==> src/rtl/bf16_stream_accumulator.sv <==
// ============================================================================
// Module   : bf16_stream_accumulator
// Purpose  : Multi-cycle bfloat16 add/sub reduction over a valid/ready stream.
// Revision : 1.0
// ============================================================================
`default_nettype none

module bf16_stream_accumulator #(
    parameter int WIDTH = 16
) (
    input  logic             clk,
    input  logic             rst_n,
    input  logic             in_valid,
    output logic             in_ready,
    input  logic [WIDTH-1:0] in_data,
    input  logic             in_is_sub,
    input  logic             in_last,
    output logic             out_valid,
    input  logic             out_ready,
    output logic [WIDTH-1:0] out_data
);

    typedef enum logic [2:0] {
        S_IDLE  = 3'd0,
        S_ALIGN = 3'd1,
        S_ADD   = 3'd2,
        S_NORM  = 3'd3,
        S_OUT   = 3'd4
    } state_t;

    localparam logic [15:0] C_QNAN = 16'h7FC0;

    state_t        state_q, state_d;
    logic [15:0]   acc_q, acc_d;
    logic [15:0]   op_q, op_d;
    logic          last_q, last_d;
    logic          nan_q, nan_d;
    logic          sign_q, sign_d;
    logic [7:0]    exp_q, exp_d;
    logic [10:0]   siga_q, siga_d;
    logic [10:0]   sigb_q, sigb_d;
    logic          effsub_q, effsub_d;
    logic [11:0]   sum_q, sum_d;
    logic          specnan_q, specnan_d;
    logic          specinf_q, specinf_d;

    // Alignment datapath
    logic [14:0]   w_mag_acc, w_mag_op;
    logic          w_swap;
    logic [15:0]   w_big, w_small;
    logic [7:0]    w_sig_big, w_sig_small;
    logic [7:0]    w_diff;
    logic [10:0]   w_ext_small, w_shifted, w_mask;
    logic [10:0]   w_b_al;
    logic          w_acc_nan, w_op_nan, w_acc_inf, w_op_inf;
    logic          w_nan, w_inf;

    always_comb begin
        w_mag_acc   = (acc_q[14:7] == 8'd0) ? 15'd0 : acc_q[14:0];
        w_mag_op    = (op_q[14:7] == 8'd0)  ? 15'd0 : op_q[14:0];
        w_swap      = (w_mag_op > w_mag_acc);
        w_big       = w_swap ? op_q : acc_q;
        w_small     = w_swap ? acc_q : op_q;
        w_sig_big   = (w_big[14:7] == 8'd0)   ? 8'd0 : {1'b1, w_big[6:0]};
        w_sig_small = (w_small[14:7] == 8'd0) ? 8'd0 : {1'b1, w_small[6:0]};
        w_diff      = w_big[14:7] - w_small[14:7];
        w_ext_small = {w_sig_small, 3'b000};
        w_shifted   = w_ext_small >> w_diff[3:0];
        w_mask      = (11'd1 << w_diff[3:0]) - 11'd1;
        // Beyond 10 positions the smaller operand survives only as sticky
        if (w_diff >= 8'd11) begin
            w_b_al = {10'd0, |w_sig_small};
        end else begin
            w_b_al = {w_shifted[10:1], w_shifted[0] | (|(w_ext_small & w_mask))};
        end

        w_acc_nan = (acc_q[14:7] == 8'hFF) && (acc_q[6:0] != 7'd0);
        w_op_nan  = (op_q[14:7] == 8'hFF)  && (op_q[6:0] != 7'd0);
        w_acc_inf = (acc_q[14:7] == 8'hFF) && (acc_q[6:0] == 7'd0);
        w_op_inf  = (op_q[14:7] == 8'hFF)  && (op_q[6:0] == 7'd0);
        w_nan     = nan_q | w_acc_nan | w_op_nan |
                    (w_acc_inf & w_op_inf & (acc_q[15] ^ op_q[15]));
        w_inf     = w_acc_inf | w_op_inf;
    end

    // Normalise and round
    logic [3:0]        w_lz;
    logic [10:0]       w_m;
    logic signed [9:0] w_e;
    logic              w_rup;
    logic [8:0]        w_rnd;
    logic [6:0]        w_frac;
    logic [15:0]       w_norm_res;

    always_comb begin
        w_lz = 4'd0;
        for (int i = 0; i <= 10; i++) begin
            if (sum_q[i]) begin
                w_lz = 4'(10 - i);
            end
        end
        if (sum_q[11]) begin
            w_m = {sum_q[11:2], sum_q[1] | sum_q[0]};
            w_e = $signed({2'b00, exp_q}) + 10'sd1;
        end else begin
            w_m = sum_q[10:0] << w_lz;
            w_e = $signed({2'b00, exp_q}) - $signed({6'd0, w_lz});
        end
        w_rup = w_m[2] & (w_m[1] | w_m[0] | w_m[3]);
        w_rnd = {1'b0, w_m[10:3]} + {8'd0, w_rup};
        if (w_rnd[8]) begin
            w_frac = w_rnd[7:1];
            w_e    = w_e + 10'sd1;
        end else begin
            w_frac = w_rnd[6:0];
        end

        if (specnan_q) begin
            w_norm_res = C_QNAN;
        end else if (specinf_q) begin
            w_norm_res = {sign_q, 8'hFF, 7'd0};
        end else if (sum_q == 12'd0) begin
            w_norm_res = 16'h0000;
        end else if (w_e >= 10'sd255) begin
            w_norm_res = {sign_q, 8'hFF, 7'd0};
        end else if (w_e <= 10'sd0) begin
            w_norm_res = {sign_q, 15'd0};
        end else begin
            w_norm_res = {sign_q, w_e[7:0], w_frac};
        end
    end

    always_comb begin
        state_d   = state_q;
        acc_d     = acc_q;
        op_d      = op_q;
        last_d    = last_q;
        nan_d     = nan_q;
        sign_d    = sign_q;
        exp_d     = exp_q;
        siga_d    = siga_q;
        sigb_d    = sigb_q;
        effsub_d  = effsub_q;
        sum_d     = sum_q;
        specnan_d = specnan_q;
        specinf_d = specinf_q;
        case (state_q)
            S_IDLE: begin
                if (in_valid) begin
                    op_d    = {in_data[WIDTH-1] ^ in_is_sub, in_data[WIDTH-2:0]};
                    last_d  = in_last;
                    state_d = S_ALIGN;
                end
            end
            S_ALIGN: begin
                sign_d    = w_big[15];
                exp_d     = w_big[14:7];
                siga_d    = {w_sig_big, 3'b000};
                sigb_d    = w_b_al;
                effsub_d  = w_big[15] ^ w_small[15];
                specnan_d = w_nan;
                specinf_d = w_inf;
                state_d   = S_ADD;
            end
            S_ADD: begin
                // Swap guarantees A >= B, so the subtraction never underflows
                sum_d   = effsub_q ? ({1'b0, siga_q} - {1'b0, sigb_q})
                                   : ({1'b0, siga_q} + {1'b0, sigb_q});
                state_d = S_NORM;
            end
            S_NORM: begin
                acc_d   = w_norm_res;
                nan_d   = nan_q | specnan_q;
                state_d = last_q ? S_OUT : S_IDLE;
            end
            S_OUT: begin
                if (out_ready) begin
                    acc_d   = 16'h0000;
                    nan_d   = 1'b0;
                    last_d  = 1'b0;
                    state_d = S_IDLE;
                end
            end
            default: state_d = S_IDLE;
        endcase
    end

    always_ff @(posedge clk) begin
        if (!rst_n) begin
            state_q   <= S_IDLE;
            acc_q     <= 16'h0000;
            op_q      <= 16'h0000;
            last_q    <= 1'b0;
            nan_q     <= 1'b0;
            sign_q    <= 1'b0;
            exp_q     <= 8'd0;
            siga_q    <= 11'd0;
            sigb_q    <= 11'd0;
            effsub_q  <= 1'b0;
            sum_q     <= 12'd0;
            specnan_q <= 1'b0;
            specinf_q <= 1'b0;
        end else begin
            state_q   <= state_d;
            acc_q     <= acc_d;
            op_q      <= op_d;
            last_q    <= last_d;
            nan_q     <= nan_d;
            sign_q    <= sign_d;
            exp_q     <= exp_d;
            siga_q    <= siga_d;
            sigb_q    <= sigb_d;
            effsub_q  <= effsub_d;
            sum_q     <= sum_d;
            specnan_q <= specnan_d;
            specinf_q <= specinf_d;
        end
    end

    assign in_ready  = (state_q == S_IDLE);
    assign out_valid = (state_q == S_OUT);
    assign out_data  = acc_q;

endmodule

`default_nettype wire

==> config.mk <==
export PLATFORM = sky130hd
export DESIGN_NAME = bf16_stream_accumulator
export DESIGN_NICKNAME = d
export VERILOG_FILES = /design/src/rtl/bf16_stream_accumulator.sv
export SDC_FILE = /design/constraint.sdc
export NUM_CORES = 1
export LEC_CHECK = 0
export BUFFER_PORTS_ARGS = -buffer_cell sky130_fd_sc_hd__buf_2
export CAP_MARGIN = 30
export CORE_MARGIN = 4
export CORE_UTILIZATION = 57
export CTS_CLUSTER_SIZE = 14
export DETAILED_ROUTE_END_ITERATION = 12
export HOLD_SLACK_MARGIN = 0.12
export PLACE_DENSITY_LB_ADDON = 0.25
export SLEW_MARGIN = 20
export SYNTH_ARGS = -nofsm -noshare
export SYNTH_HDL_FRONTEND = slang
export SYNTH_SLANG_ARGS = --single-unit
==> constraint.sdc <==
create_clock -name clk -period 5.9 [get_ports clk]
set_input_delay 0.295 -clock clk [delete_from_list [all_inputs] [get_ports clk]]
set_output_delay 0.295 -clock clk [all_outputs]
set_load 0.01 [all_outputs]
After elaboration in Yosys (flattened, before gate mapping)
Index checks and enable logic that the tools add are counted.

cells by class
  add/sub/neg operators = 8
  magnitude comparators = 4
  equality and inequality tests = 8
  shifts and indexed selects = 3
  mux-type cells = 38
  bitwise gates (word level) = 16
  reduce and logical (&&, ||, !) cells = 22

operators by type and width
  kind                     count
  $mux W16                 6
  $mux W15                 4
  $mux W4                  11
  $logic_not A8 Y1         4
  $pmux W16 S2             1
  $mux W11                 2
  $mux W10                 2
  $eq A8 B8 Y1 const B     2
  $mux W8                  2
  $gt A15 B15 Y1           1
  $pmux W3 S5              1
  $logic_not A7 Y1         2
  $reduce_bool A7 Y1       2
  $add A11 B11 Y12         1
  $logic_not A12 Y1        1
  $mux W12                 1
  $sub A11 B11 Y12         1
  $and A11 B11 Y11         1
  $reduce_or A11 Y1        1
  $shl A1 B4 Y11 const A   1
  $shl A11 B4 Y11          1
  $shr A11 B4 Y11          1
  $sub A11 B1 Y11 const B  1
  $add A10 B2 Y10 const B  1
  25 further kinds         48

storage, ports and cells
  bits in registers = 80
  input port bits = 22
  output and inout port bits = 18
  word-level logic and storage cells = 112

Longest topological paths before layout
Gate-level depths: netlist (run 1).

  depth in word-level cells = 25
  mapped depth = 25
  gate-level depth less buffers = 20

Worst setup path before layout (run 1)
OpenSTA, ideal clock, no wires.

  path type = register -> register
  start = reg op_q[10]
  end = reg sigb_q[6]
  setup time = 0.088 ns
  arrival = 5.556 ns
  required time = 5.812 ns
  setup slack = 0.257 ns
  stages on the path, launching flop included = 25
  buffers on the path = 5
  clock period less this slack = 5.643 ns
  cell sequence = dfxtp_1 > clkbuf_1 > clkbuf_1 > nor4_1 > nand2_1 > and2_1 > ha_1 > a211o_1 > o311a_1 > nor3_2 > nor2_1 > clkbuf_1 > buf_1 > clkbuf_1 > nor2_1 > a22oi_1 > ha_1 > a221o_1 > a221oi_2 > o22ai_1 > nor4_2 > mux2i_1 > nor4_2 > nand4_2 > o31ai_1

between the ends
  longest elaborated chain between the ends = 8
  elaborated cells on any way between the ends = 11
  those cells by class = add/sub: 1; order compare: 2; shift: 1; mux: 5; reduce/logical: 2

ends and longest elaborated chain
  item                                                                    RTL line  source
  start, declared                                                         35        logic [15:0] op_q, op_d;
  start signal, assigned                                                  206       op_q <= op_d;
  parallel branches: the longest is 7 deep, another holds $gt A15 B15 Y1  -
  $mux W11 *                                                              71        if (w_diff >= 8'd11) begin
  end signal, assigned                                                    212       sigb_q <= sigb_d;
  end, declared                                                           41        logic [10:0] sigb_q, sigb_d;

Every way passes the cells marked *.
A chain may end at the register's enable or synchronous reset.

Worst setup path in the final report (run 1)
  start = reg op_q[7]
  end = reg sigb_q[6]

The elaborated chain is that of the path after synthesis.

==> results_dict.tcl, run 1 <==
set metrics [dict create \
    synth.distinct_cells 90 \
    wl_per_cell_um 17.5 \
    globalplace.congestion 0.978 \
    rows 41 \
    clk_pin_slew_worst_paths_ns 0.06 \
    setup_tns_ns 0 \
    fp.dieArea_um2 15100 \
    dr_wl_met2_um 9620 \
    synth_edf_count 0 \
    fmax_mhz 187 \
    syn_inst 1054 \
    relSlewSlack 0.447 \
    antenna_found_initial 0 \
    vdd_drop_max_mv 0.202 \
    max_stage_delay_ns 0.46 \
    crit_fanout 31 \
    io_buffers 39 \
    wl_met3_um 1550 \
    synth_ff_type "dfxtp_1" \
    cp_cell_sequence "nor4_1 > nand2_1 > and2_1 > ha_1 > o211ai_1 > a21oi_1 > o311a_1 > nor3_4 > nor2_2 > buf_4 > a22oi_1 > ha_1 > a221o_1 > a221oi_2 > o22ai_1 > nor4_2 > mux2i_1 > nor4_4 > nand4_2 > o31ai_1" \
    maxCapViolCount 0 \
    netlist_area_um2 7520 \
    cts_buffer_depth 2 \
    holdWs_ns 0.187 \
    via_per_inst 6.25 \
    yosys-top-cells-area "dfxtp_1 (21%), nand2_1 (8.6%), ha_1 (6.7%)" \
    period_share 0.907 \
    outcome "finished clean" \
    drcViolationCount 0 \
    htreeDepth 3 \
    synth-seq-cells 80 \
    core-area_um2 12800 \
    synth.most_common_cell "nand2_1" \
    dr.pass1.iters 5 \
    cts_tree "built" \
    slew_viol_final 0 \
    grt_pass1_wl_um 35300 \
    area_growth_pct 7.56 \
    synth_top_cell_area_share 0.213 \
    netlist_top_cells_count "nand2_1 (172), a21oi_1 (93), nor2_1 (88), dfxtp_1 (80), clkbuf_1 (53)" \
    top_layer "met4" \
    drt-met1-wl_um 9860 \
    numCtsBuffers 9 \
    root_buffer "clkbuf_16" \
    worst_pin_slew_ns 0.830 \
    clk_latency_ns 0.34 \
    cts_sinks 80 \
    vias 7673 \
    start_kind "flip-flop" \
    fin_nets 1114 \
    grtUsageTotal 0.290 \
    drt_iter0_markers 726 \
    grt_pass1_vias 6859 \
    diodes 0 \
    yosysWarnings 0 \
    required_ns 6.15 \
    ioPinCount 40 \
    p_leak_nw 2.99 \
    arrival_ns 5.60 \
    synth_nets 1118 \
    power_per_cell_area_nw_per_um2 297 \
    crit_slowest_cell "nor4_4" \
    die_h_um 123 \
    cp-end-kind "flip-flop" \
    criticalPathCategory "flip-flop to flip-flop" \
    start_util 0.588 \
    final_antenna_net_count 0 \
    fp.dieW_um 123 \
    ys_seq_area_frac 0.213 \
    hold_class "input port to flip-flop" \
    overflow 0 \
    async_flop_share 0 \
    finalSetupViolations 0 \
    yosysTopAreaCell "dfxtp_1" \
    dp_hpwl_um 15700 \
    fin_worst_skew_ns 0.00798 \
    grt_max_degree 59 \
    avgSynthCellArea_um2 7.13 \
    fin_crit_ns 5.35 \
    totalWireLength_um 21400 \
    rsz0062_at_grt "no" \
    hold_violations 0 \
    crit_path_frequent_cell "ha_1" \
    drive_gt1_frac 0.117 \
]
-- state kept, by name, indices dropped and copies added, names as in the netlist, 3 cells and up --
signal / flops
exp_q: 8
op_q: 16
out_data: 16
siga_q: 8
sigb_q: 11
state_q: 3
sum_q: 12
-- critical path, delay by kind of cell, from the launching register on --
| family | cells | cell delay (ns) |
|---|---|---|
| compound gates | 8 | 1.69 |
| simple gates | 8 | 2.09 |
| buf+inv | 1 | 0.33 |
| flops | 1 | 0.43 |
| fa+ha+maj | 2 | 0.54 |
| mux | 1 | 0.16 |
-- logic make-up (layout without fill, tap and decap cells) --
group                    after synthesis  count (layout)  synth area share
AO/OA/AOI/OAI                        295             295             0.271
XOR/XNOR                              38              38            0.0443
adder cells (fa/ha/maj)               43              43            0.0732
buffers and inverters                124             125            0.0674
flip-flops                            80              80             0.213
multiplexers                          27              27            0.0373
AND/OR/NAND/NOR                      447             447             0.293
-- per-layer routing --
metal	vias up	global-route usage
li1	3790	-
met1	3528	0.425
met4	0	0.0791
met2	321	0.447
met3	34	0.0369
met5	-	0
-- where the power goes --
group          switching, mW  internal [mW]  leakage, nW
clock                  0.228          0.327        0.132
sequential            0.0552          0.571        0.650
combinational          0.760          0.461         2.20
total                   1.04           1.36         2.99
-- worst paths after layout --
kind	slack [ns]	to	startpoint	depth (start not counted)
worst max-delay path	0.55	sigb_q[6]	op_q[7]	20
worst min-delay path	0.19	op_q[6]	in_data[6]	3
worst max register to register	0.55	sigb_q[6]	op_q[7]	20
worst min register to register	0.47	sigb_q[5]	sigb_q[5]	2
-- timing repair --
action                                  CTS  global route
hold buffers                              0             0
setup buffers                             0             0
endpoints found under the setup margin    0             8
resized for setup                         0             2
-- per-stage QoR --
stage	util	setup WS, ns	power [mW]	instances	cell area (µm²)
5_1_grt	0.633	0.0576	2.56	1227	8080
3_3_place_gp	0.609	0.531	1.80	1210	7770
3_5_place_dp	0.609	0.333	1.81	1210	7770
2_1_floorplan	-	0.257	1.54	1054	7520
6_report	0.633	0.547	2.40	1227	8080
4_1_cts	0.631	0.306	2.36	1226	8060
-- cells in the final DEF (no fill, tap or decap), drive strengths merged, types with 7 or more instances in the layout --
master  instances
xnor2          24
mux2i          19
nor2b          10
nor4           17
o21a           12
mux2            8
a211oi         14
clkbuf         12
nor2           89
and2           16
or3            11
nor3           26
inv            47
nand2         172
nand2b         13
or4            10
o21ai          60
nand4          16
o21bai          7
o22ai           8
o31ai          10
and3           11
a21oi          94
o211ai         10
buf            58
nand3          34
xor2           14
a311oi         14
dfxtp          80
ha             40
-- cell type report --
type	count	area, µm²
multi-input combinational	850	5440
tap	172	215
sequential	80	1600
inverter	50	190
fill	1182	4690
clock inverter	5	57.6
clock buffer	11	233
timing repair buffer	59	343
(Power assumes the default switching activity.)
==> run 2, diff against run 1 <==
--- a/config.mk
+++ b/config.mk
@@ -8,7 +8,7 @@
 export BUFFER_PORTS_ARGS = -buffer_cell sky130_fd_sc_hd__buf_2
 export CAP_MARGIN = 30
 export CORE_MARGIN = 4
-export CORE_UTILIZATION = 57
+export CORE_UTILIZATION = 60
 export CTS_CLUSTER_SIZE = 14
 export DETAILED_ROUTE_END_ITERATION = 12
 export HOLD_SLACK_MARGIN = 0.12
==> constraint.sdc (replaced) <==
create_clock -name clk -period 5.1 [get_ports clk]
set_input_delay 0.255 -clock clk [delete_from_list [all_inputs] [get_ports clk]]
set_output_delay 0.255 -clock clk [all_outputs]
set_load 0.01 [all_outputs]
==> run 2 against run 1 <==
Utilization up 5.1 points. Non-clock buffer count up 24. Clock power up 10%. Via count up 3.5%. Sequential power up 15%. Clock skew down 0.0026 ns. Critical path depth unchanged. Sequential share of layout area down 0.55 points. Register-to-register slack worse by 0.36 ns. Maximum frequency up 9.0%. Global-route usage up 0.99 points. Clock-buffer cell count down 1. Critical path type unchanged.
==> results_dict.tcl, run 2 (synthesis results as in run 1) <==
set metrics [dict create \
    outcome "finished clean" \
    ioPinCount 40 \
    cp-end-kind "flip-flop" \
    vias 7938 \
    core-area_um2 12200 \
    power_per_cell_area_nw_per_um2 340 \
    place_ws_ns -0.0459 \
    final_antenna_net_count 0 \
    arrival_ns 5.13 \
    mostFrequentLayoutCell "nand2_1" \
    slew_viol_final 0 \
    dpl_cell_area_um2 7940 \
    maxCapViolCount 0 \
    period_share 0.963 \
    path_buf_inv 1 \
    cts_sinks 80 \
    p_clk_frac 0.217 \
    stdcell_count 1245 \
    crit_family "compound AO/OA/AOI/OAI gates" \
    overflow 0 \
    cts_hold_buf 0 \
    grt_pass1_vias 7041 \
    finalSetupViolations 0 \
    fillers 1080 \
    relSlewSlack 0.391 \
    crit_fanout 8 \
    rsz0062_at_grt "no" \
    globalplace.congestion 0.993 \
    fmax_mhz 204 \
    vdd_drop_max_mv 0.215 \
    clk_latency_ns 0.33 \
    dr.pass1.iters 5 \
    combPwrFrac 0.530 \
    final_area_um2 8320 \
    worst_pin_slew_ns 0.888 \
    post-place-cells 1226 \
    cts_tree "built" \
    die_h_um 120 \
    fin_crit_ns 4.91 \
    drive_gt1_frac 0.143 \
    fp.dieArea_um2 14400 \
    p_leak_nw 3.13 \
    hold_class "input port to flip-flop" \
    fin_nets 1138 \
    cp_cell_sequence "nor4_4 > nand2_2 > and2_1 > ha_1 > a211o_1 > o311a_4 > nor3_4 > nor2_4 > nor2_1 > a22oi_1 > ha_1 > a221o_1 > a221oi_4 > o22ai_1 > nor4_2 > mux2i_1 > nor4_4 > buf_4 > nor3_1 > a211o_1" \
    numCtsBuffers 9 \
    start_kind "flip-flop" \
    internal_power_mw 1.61 \
    clk_pin_slew_worst_paths_ns 0.06 \
    required_ns 5.32 \
    rows 40 \
    crit_slowest_cell "o311a_4" \
    power.switching_mw 1.21 \
    antenna_found_initial 0 \
    cts_buffer_depth 2 \
    htreeDepth 3 \
    area_growth_pct 10.7 \
    diodes 0 \
    switching_share 0.430 \
    grt_max_degree 49 \
    grtUsageTotal 0.300 \
    wl_per_cell_um 17.8 \
    dp_hpwl_um 16300 \
    final_cell_mix "nand2_1 (170), a21oi_1 (93), nor2_1 (87)" \
    seq_power_share 0.254 \
    fin_ws_ns 0.191 \
    via_per_inst 6.38 \
    grt_pass1_wl_um 35600 \
    totalWireLength_um 22200 \
    fp.dieW_um 120 \
    drt_iter0_markers 764 \
    start_util 0.618 \
    drcViolationCount 0 \
    setup_tns_ns 0 \
    io_buffers 39 \
    max_stage_delay_ns 0.41 \
    root_buffer "clkbuf_16" \
    criticalPathCategory "flip-flop to flip-flop" \
    hold_violations 0 \
    fin_worst_skew_ns 0.00540 \
]
## run 2: changes by cell type in the layout (fill, tap and decap cells not counted), moves of 2 or more
cell	delta
clkinvlp_4	-2
buf_4	+24
nor4_2	+2
nand2_1	-2
nand2_2	+2
nor4_1	-3
## run 2: per-layer routing
layer | global-route usage | vias to the layer above | routed length (µm)
met3 | 0.0353 | 48 | 1610
met5 | 0 | - | 0
li1 | - | 3844 | -
met1 | 0.427 | 3686 | 9950
met2 | 0.482 | 360 | 10100
met4 | 0.0766 | 0 | 487
## run 2: layout make-up
type	instances	area, µm²	area share
flip-flops and latches	80	1600	0.193
multi-input cells	850	5510	0.662
inverters	50	190	0.0229
clock inverters	4	47.5	0.00571
well taps	168	210	0.0253
clock buffers	10	229	0.0275
repair buffers	83	529	0.0636
## run 2: what timing repair did
| item | CTS | global route |
|---|---|---|
| resized for setup | 1 | 9 |
| pin swaps | 0 | 3 |
| buffers inserted | 0 | 5 |
| endpoints found under the setup margin | 7 | 11 |
## run 2: stage by stage
stage                     power (mW)  hold slack [ns]   util
after floorplan                 1.82            0.391      -
after global placement          2.11            0.454  0.653
after detailed placement        2.12            0.462  0.653
after CTS                       2.75            0.151  0.677
after global routing            2.98            0.167  0.684
final                           2.83            0.152  0.684
## run 2: worst reg2reg max path: cells and delay by family, from the launching register on
family	cells	cell delay, ns
AND/OR/NAND/NOR	9	1.74
AO/OA/AOI/OAI	7	1.75
adder cells (fa/ha/maj)	2	0.58
multiplexers	1	0.16
flip-flops	1	0.37
buffers and inverters	1	0.20
## run 2: worst paths after layout
kind | start | to | slack (ns) | cells after the start
worst max register to register | op_q[12] | sigb_q[0] | 0.19 | 20
worst min-delay path | in_data[6] | op_q[6] | 0.15 | 3
worst min register to register | last_q | last_q | 0.47 | 2
worst max-delay path | op_q[12] | sigb_q[0] | 0.19 | 20
## run 2: power groups by stage
stage          Clock (mW)  Combinational (mW)  Sequential, mW
3_5_place_dp            0                1.40           0.726
5_1_grt             0.641                1.62           0.721
4_1_cts             0.617                1.42           0.712
3_3_place_gp            0                1.39           0.725
2_1_floorplan           0                1.12           0.702
6_report            0.612                1.50           0.717
